==> config.mk <==
export PLATFORM = sky130hd
export DESIGN_NAME = bcd_to_binary
export DESIGN_NICKNAME = d
export VERILOG_FILES = /design/src/rtl/bcd_conv_pkg.sv /design/src/rtl/bcd_nibble_sub3.sv /design/src/rtl/bcd_to_binary.sv
export SDC_FILE = /design/constraint.sdc
export NUM_CORES = 1
export LEC_CHECK = 0
export ABC_CLOCK_PERIOD_IN_PS = 1400
export CAP_MARGIN = 40
export CELL_PAD_IN_SITES_DETAIL_PLACEMENT = 1
export CELL_PAD_IN_SITES_GLOBAL_PLACEMENT = 1
export CORE_MARGIN = 3
export CORE_UTILIZATION = 37
export CTS_CLUSTER_DIAMETER = 150
export CTS_CLUSTER_SIZE = 30
export DETAILED_ROUTE_END_ITERATION = 10
export PLACE_DENSITY_LB_ADDON = 0.1
export SLEW_MARGIN = 0
export SYNTH_ARGS = -nofsm -noshare
export SYNTH_HDL_FRONTEND = slang
export SYNTH_HIERARCHICAL = 1
export SYNTH_SLANG_ARGS = --single-unit
==> constraint.sdc <==
create_clock -name CLK -period 1.4 [get_ports CLK]
set_clock_uncertainty 0.15 [all_clocks]
set_input_delay 0.42 -clock CLK [delete_from_list [all_inputs] [get_ports CLK]]
set_output_delay 0.42 -clock CLK [all_outputs]
set_load 0.02 [all_outputs]
==> src/rtl/bcd_conv_pkg.sv <==
// Shared definitions for the BCD-to-binary converter.
//   state_t        : converter FSM states (Idle, Init, Shift, Check, Done)
//   DEF_DIGITS     : default number of packed BCD digits
//   DEF_BIN_W      : default binary output width (covers 9999)
//   BCD_DIGIT_MAX  : largest legal BCD digit value
//   CORRECT_THRESH : nibble value at and above which 3 is subtracted
package bcd_conv_pkg;

  typedef enum logic [2:0] {
    ST_IDLE  = 3'd0,
    ST_INIT  = 3'd1,
    ST_SHIFT = 3'd2,
    ST_CHECK = 3'd3,
    ST_DONE  = 3'd4
  } state_t;

  localparam int DEF_DIGITS     = 4;
  localparam int DEF_BIN_W      = 14;
  localparam int BCD_DIGIT_MAX  = 9;
  localparam int CORRECT_THRESH = 8;

endpackage

==> src/rtl/bcd_nibble_sub3.sv <==
// Combinational per-digit corrector for reverse double dabble.
// After a right shift a BCD nibble that reads 8 or more has received a
// half-ten (weight 8 instead of 5), so 3 is removed to restore it.
// Ports:
//   din  : nibble as it sits after the shift
//   dout : corrected nibble (din - 3 when din >= 8, else din)
module bcd_nibble_sub3
  import bcd_conv_pkg::*;
(
  input  logic [3:0] din,
  output logic [3:0] dout
);

  always_comb begin
    dout = din;
    if (din >= 4'(CORRECT_THRESH)) begin
      dout = din - 4'd3;
    end
  end

endmodule

==> src/rtl/bcd_to_binary.sv <==
// Sequential packed-BCD to unsigned binary converter (reverse double dabble).
// One conversion takes 8*DIGITS+2 edges from START acceptance to DONE.
// Ports:
//   CLK    : system clock
//   RST    : synchronous active-high reset
//   START  : conversion request, sampled only while idle
//   BCDIN  : packed BCD input, [3:0] = ones digit, captured on acceptance
//   BINOUT : last converted result, held between conversions
//   BUSY   : high while the FSM is not idle
//   DONE   : one-cycle pulse on result update or error termination
//   ERR    : invalid-digit flag
// Optional feature macro: BCD_TO_BINARY_CHECK_EN enables the invalid-digit
// check; when undefined ERR is constant 0 and illegal digits convert anyway.
module bcd_to_binary
  import bcd_conv_pkg::*;
#(
  parameter int DIGITS = DEF_DIGITS,
  parameter int BIN_W  = DEF_BIN_W
) (
  input  logic                  CLK,
  input  logic                  RST,
  input  logic                  START,
  input  logic [4*DIGITS-1:0]   BCDIN,
  output logic [BIN_W-1:0]      BINOUT,
  output logic                  BUSY,
  output logic                  DONE,
  output logic                  ERR
);

  localparam int FW    = 4 * DIGITS;
  localparam int CNT_W = $clog2(FW + 1);

  state_t            state, state_nxt;
  logic [2*FW-1:0]   sr;
  logic [CNT_W-1:0]  cnt;
  logic [FW-1:0]     bcd_fix;
  logic              cnt_last;
  logic              done_r;

  // Upper half of sr is the BCD field, lower half collects the binary result.
  for (genvar g = 0; g < DIGITS; g++) begin : g_fix
    bcd_nibble_sub3 u_fix (
      .din  (sr[FW + 4*g +: 4]),
      .dout (bcd_fix[4*g +: 4])
    );
  end

  assign cnt_last = (cnt == CNT_W'(FW));

`ifdef BCD_TO_BINARY_CHECK_EN
  logic bad_digit;
  logic bad_flag;
  logic err_r;

  // The captured copy in sr is tested so BCDIN only needs to be stable at E0.
  always_comb begin
    bad_digit = 1'b0;
    for (int i = 0; i < DIGITS; i++) begin
      if (sr[FW + 4*i +: 4] > 4'(BCD_DIGIT_MAX)) begin
        bad_digit = 1'b1;
      end
    end
  end

  assign ERR = err_r;
`else
  assign ERR = 1'b0;
`endif

  always_ff @(posedge CLK) begin
    if (RST) begin
      state <= ST_IDLE;
    end else begin
      state <= state_nxt;
    end
  end

  always_comb begin
    state_nxt = state;
    case (state)
      ST_IDLE:  if (START) state_nxt = ST_INIT;
`ifdef BCD_TO_BINARY_CHECK_EN
      ST_INIT:  state_nxt = bad_digit ? ST_DONE : ST_SHIFT;
`else
      ST_INIT:  state_nxt = ST_SHIFT;
`endif
      ST_SHIFT: state_nxt = ST_CHECK;
      ST_CHECK: state_nxt = cnt_last ? ST_DONE : ST_SHIFT;
      ST_DONE:  state_nxt = ST_IDLE;
      default:  state_nxt = ST_IDLE;
    endcase
  end

  always_ff @(posedge CLK) begin
    if (RST) begin
      sr     <= '0;
      cnt    <= '0;
      BINOUT <= '0;
      done_r <= 1'b0;
`ifdef BCD_TO_BINARY_CHECK_EN
      bad_flag <= 1'b0;
      err_r    <= 1'b0;
`endif
    end else begin
      // DONE is registered from the Done state, so it pulses for exactly one
      // cycle after the edge that executes Done.
      done_r <= (state == ST_DONE);
      case (state)
        ST_IDLE: begin
          if (START) begin
            sr <= {BCDIN, {FW{1'b0}}};
`ifdef BCD_TO_BINARY_CHECK_EN
            err_r    <= 1'b0;
            bad_flag <= 1'b0;
`endif
          end
        end
        ST_INIT: begin
          cnt <= '0;
`ifdef BCD_TO_BINARY_CHECK_EN
          bad_flag <= bad_digit;
`endif
        end
        ST_SHIFT: begin
          sr  <= sr >> 1;
          cnt <= cnt + 1'b1;
        end
        ST_CHECK: begin
          sr[2*FW-1:FW] <= bcd_fix;
        end
        ST_DONE: begin
`ifdef BCD_TO_BINARY_CHECK_EN
          if (bad_flag) begin
            err_r <= 1'b1;
          end else begin
            BINOUT <= sr[BIN_W-1:0];
          end
`else
          BINOUT <= sr[BIN_W-1:0];
`endif
        end
        default: ;
      endcase
    end
  end

  assign BUSY = (state != ST_IDLE);
  assign DONE = done_r;

endmodule

### Yosys cells after proc, flatten, opt, wreduce, memory -nomap -nowiden

Index checks and enable logic that the tools add are counted.

| word-level totals | value |
|---|---|
| flip-flop bits (word level) | 55 |
| input bits | 19 |
| output and inout port bits | 17 |
| logic and storage cells | 49 |

| operators by class | value |
|---|---|
| add/subtract/negate cells | 5 |
| magnitude comparators | 4 |
| equality and inequality tests | 10 |
| mux-type cells | 11 |
| reductions and logical operators | 10 |

Operators with widths:

| operator | number |
|---|---|
| $pmux 16 s3 | 1 |
| $mux 32 | 1 |
| $pmux 16 s2 | 1 |
| $ge 4x4->1 const B | 4 |
| $mux 4 | 4 |
| $sub 4x2->4 const B | 4 |
| $pmux 3 s4 | 1 |
| $reduce_and 3->1 | 4 |
| $pmux 5 s2 | 1 |
| $ne 2x1->1 const B | 4 |
| $eq 3x2->1 const B | 2 |
| $mux 3 | 2 |
| $reduce_bool 3->1 | 2 |
| $add 5x1->5 const B | 1 |
| $eq 5x5->1 const B | 1 |
| $reduce_bool 2->1 | 2 |
| $eq 3x1->1 const B | 1 |
| $eq 3x3->1 const B | 1 |
| $logic_not 3->1 | 1 |
| $ne 2x2->1 const B | 1 |
| $reduce_and 2->1 | 1 |

### Depth between registers and ports, before layout

| depth | value |
|---|---|
| depth in word-level cells | 3 |
| mapped depth | 6 |
| gate-level depth less buffers | 6 |

### Hierarchy

The synthesis kept the hierarchy.

By module, submodules not included:

| module | times used | cells an instance | area an instance (um^2) | sequential area each (um^2) |
|---|---|---|---|---|
| bcd_to_binary | 1 | 302 | 2552.4 | 1101.1 |
| bcd_nibble_sub3 | 4 | 11 | 76.3 | 0.0 |

### Worst setup path after synthesis

No wires, ideal clock.

| timing | value |
|---|---|
| kind | register to output |
| from | reg state[1] |
| to | out BUSY |
| data arrival time | 0.951 ns |
| data required time | 0.830 ns |
| setup slack | -0.121 ns |
| stages on the path, launching flop included | 5 |
| buffers on the path | 2 |
| path through | dfxtp_1 inv_1 buf_4 buf_2 nand2_1 |

| on the way | value |
|---|---|
| word-level cells in the longest chain between the ends | 1 |

Ends and longest elaborated chain:

| what | RTL line | source |
|---|---|---|
| from (decl) | bcd_to_binary.sv:33 | `state_t state, state_nxt;` |
| from (signal assigned) | bcd_to_binary.sv:74 | `state <= state_nxt;` |
| $reduce_bool 3->1 | bcd_to_binary.sv:147 | `assign BUSY = (state != ST_IDLE);` |
| to (decl) | bcd_to_binary.sv:25 | `output logic BUSY,` |

Every way passes these cells.

### Worst setup path in the final report

Same ends and word-level chain as after synthesis.

==> metrics.log <==
INFO  metric outcome = finished, violations left
INFO  metric violations = negative setup slack
INFO  metric floorplan.io_pins = 36
INFO  metric yosysMostFrequentCell = sky130_fd_sc_hd__dfxtp_1
INFO  metric postSynth.asyncResetShare = 0%
INFO  metric clk_pin_slew = ~0.10 ns
INFO  metric max_stage_delay = approximately 0.40 ns
INFO  metric timing.rr.end = sr[27]
INFO  metric vias_in_the_first_global_route = 2682
INFO  metric syn_inst = between 300 and 400
INFO  metric cts_tree = done
INFO  metric synthesized_nets = 375
INFO  metric synth_top_area_share = between 30% and 40%
INFO  metric start_kind = flop
INFO  metric place_worst_setup_slack = -0.6212 ns
INFO  metric route.met2.wl = approximately 4400 µm
INFO  metric crit-reg2reg-launch = state[0]
INFO  metric first_pass_grt_wire_length = approximately 13000 µm
INFO  metric cell_area_after_synthesis = 0.002858 mm²
INFO  metric hold_path_class = primary input to flop
INFO  metric netlist_top_cells_area = sky130_fd_sc_hd__dfxtp_1 39%, sky130_fd_sc_hd__a21oi_1 7.5%, sky130_fd_sc_hd__nor2_1 4.9%, sky130_fd_sc_hd__nand2_1 4.6%, sky130_fd_sc_hd__a22oi_1 4.5%
INFO  metric clk-insertion-delay-late = ~0.32 ns
INFO  metric max-vdd-ir-drop = between 0.4 and 0.5 mV
INFO  metric number_of_enable_type_register_cells_in_the_synthesized_netlist = 0
INFO  metric overall_die_width = between 90 and 100 µm
INFO  metric routed_wirelength = approximately 9000 µm
INFO  metric r2r_setup_slack = -0.16 ns
INFO  metric avgRoutedWirePerCell = 17.25 µm
INFO  metric n_antenna_cell = 0
INFO  metric maxCapViolations = 0
INFO  metric synthesis.area_per_instance = 8.259 µm²
INFO  metric fmaxAchievable = 637.2 MHz
INFO  metric setup_violations = 50
INFO  metric topRoutingLayerUsed = met4
INFO  metric grt_antenna_before_repair = 0
INFO  metric cts_root_buffer = sky130_fd_sc_hd__clkbuf_8
INFO  metric crit_slowest_cell = sky130_fd_sc_hd__dfxtp_4
INFO  metric rsz0062_at_grt = yes
INFO  metric core_area = about 0.0074 mm²
INFO  metric gr-total-overflow = 0
INFO  metric drive_above_1_share = ~33%
INFO  metric drc = 0
INFO  metric wl_met1 = around 4000 µm
INFO  metric tritoncts.num_buffers = 5
INFO  metric arrival_time_worst_endpoint = 1.00 ns
INFO  metric finalSetupTns = -3.895 ns
INFO  metric critical_path.max_fanout = 3
INFO  metric crit_path_cell_trace = inv_6, nand2_2, buf_6
INFO  metric yosysWarningCount = 6
INFO  metric clock_tree.htree_level_count = 2
INFO  metric layout_worst_path_cycle_share = 112.1%
INFO  metric avgViaCountPerCell = 5.293
INFO  metric endpoint_kind = primary output
INFO  metric synth.ff_latch_count = 55
INFO  metric static-leakage-power = 0.001499 µW
INFO  metric synthTopCellsByCount = 55 x sky130_fd_sc_hd__dfxtp_1, 43 x sky130_fd_sc_hd__a21oi_1, 37 x sky130_fd_sc_hd__nor2_1
INFO  metric routabilityCongestion = between 0.7 and 0.8
INFO  metric cts.path.max_buffers = 2
INFO  metric antenna_left = 0
INFO  metric critical_path_required = around 0.83 ns
INFO  metric wl_met3 = around 240 µm
INFO  metric initial_core_util = between 30 and 40%
INFO  metric rr_worst_depth = 6
INFO  metric timing_max_transition_violations_final = 0
INFO  metric yosys.cell_types.count = 44
INFO  metric design.final.nets = 437
INFO  metric power_density = about 900 mW/mm²
INFO  metric num_rows = 31
INFO  metric fp.dieH = around 94 µm
INFO  metric clock_sink_count = between 50 and 60
INFO  metric seq_total_area_yosys = between 30% and 40%
INFO  metric yosysTopAreaCell = sky130_fd_sc_hd__dfxtp_1
INFO  metric flow.area_growth_from_synthesis = 38.09%
INFO  metric first_iter_violations = between 70 and 80
INFO  metric cp-startpoint = state[1]
INFO  metric path_class = flop to primary output
INFO  metric final_critical_path_setup_slack = -0.1693 ns
INFO  metric dr_total_vias = 2689
INFO  metric detailed_place_hpwl = 5063 µm
INFO  metric pin_count_of_the_biggest_net_entering_global_routing = 29
INFO  metric io_buffers = 34
INFO  metric synth_flop_cell = sky130_fd_sc_hd__dfxtp_1
INFO  metric track_usage = roughly a fifth
INFO  metric drtPass1Iterations = 4
INFO  metric die-area = ~0.0088 mm²
INFO  metric layout_min_cycle_time = between 1.5 and 2 ns
INFO  metric timing.critical_path.to = BUSY
INFO  metric finalHoldViolations = 0
area by class of cell:
class / count / area (µm²)
Inverter: 28 / 110.1
Multi-Input combinational cell: 239 / 1639
Timing Repair Buffer: 79 / 853.3
Tap cell: 99 / 123.9
Clock buffer: 5 / 68.82
Fill cell: 858 / 3423
Sequential cell: 55 / 1129
Clock inverter: 3 / 22.52
worst max-delay path: cells and delay by family (launching register included):
family                 cells  cell delay [ns]
buffers and inverters      2             0.22
DFF                        1             0.40
and+or+nand+nor            1             0.07
cell families (layout without fill, tap and decap cells):
family | count (synthesis) | count (layout) | synth area share (%)
AOI/OAI and AO/OA | 119 | 119 | 27.19
and+or+nand+nor | 97 | 98 | 17.21
DFF | 55 | 55 | 38.53
buffers and inverters | 53 | 115 | 9.107
adders and majority gates | 10 | 10 | 4.378
xor gates and xnor gates | 9 | 9 | 2.758
muxes | 2 | 2 | 0.7006
other | 1 | 1 | 0.1312
report_power, final:
part	switching [µW]	leakage (µW)	internal, µW
registers	90.2	0.000457	1630
logic	459	0.000993	425
clock network	575	0.0000485	361
metal layers:
metal	vias up	global-route usage [%]
li1	1305	-
met4	0	4.693
met2	32	32.11
met5	-	0
met3	7	3.365
met1	1345	24.17
worst min path at each step:
stage / slack [ns] / to / depth (start not counted) / start
3_5_place_dp: 0.30 / BINOUT[3] / 2 / BINOUT[3]
2_1_floorplan: 0.28 / BINOUT[0] / 2 / sr[0]
5_1_grt: 0.33 / cnt[0] / 2 / RST
6_report: 0.31 / cnt[1] / 2 / RST
4_1_cts: 0.30 / cnt[0] / 2 / RST
3_3_place_gp: 0.30 / BINOUT[1] / 2 / BINOUT[1]
flip-flops by register name, summed over array words and instances, names as in the netlist:
signal  flops
BINOUT     14
cnt         5
DONE        1
sr         32
state       3
metrics by stage:
step	hold WS (ns)	instance area (µm²)	instances	power [µW]	utilization (%)
6_report	0.3130	3946	508	3536	53.55
5_1_grt	0.3338	3946	508	3743	53.55
4_1_cts	0.3012	3591	496	3466	48.73
3_5_place_dp	0.3013	3455	486	2478	46.88
3_3_place_gp	0.2957	3455	486	2451	46.88
2_1_floorplan	0.2823	2861	346	2199	-
cell usage in the layout, fill, tap and decap left out, drive strengths merged, types with 4 or more instances in the layout:
cell type and count:
xnor2 5, nand2 37, nor2 39, o21ai 10
nand2b 5, a22oi 17, xor2 4, ha 10
dfxtp 55, a21oi 52, nor2b 5, inv 29
a211oi 17, clkdlybuf4s50 16, clkbuf 9, o22ai 16
buf 58
what timing repair did:
action	4_1_cts	5_1_grt
pin swaps	2	10
endpoints found under the setup margin	68	68
cloned	1	4
resized for setup	100	58
setup buffers	1	8
hold buffers	0	0
Power figures use the tool's default switching activity.
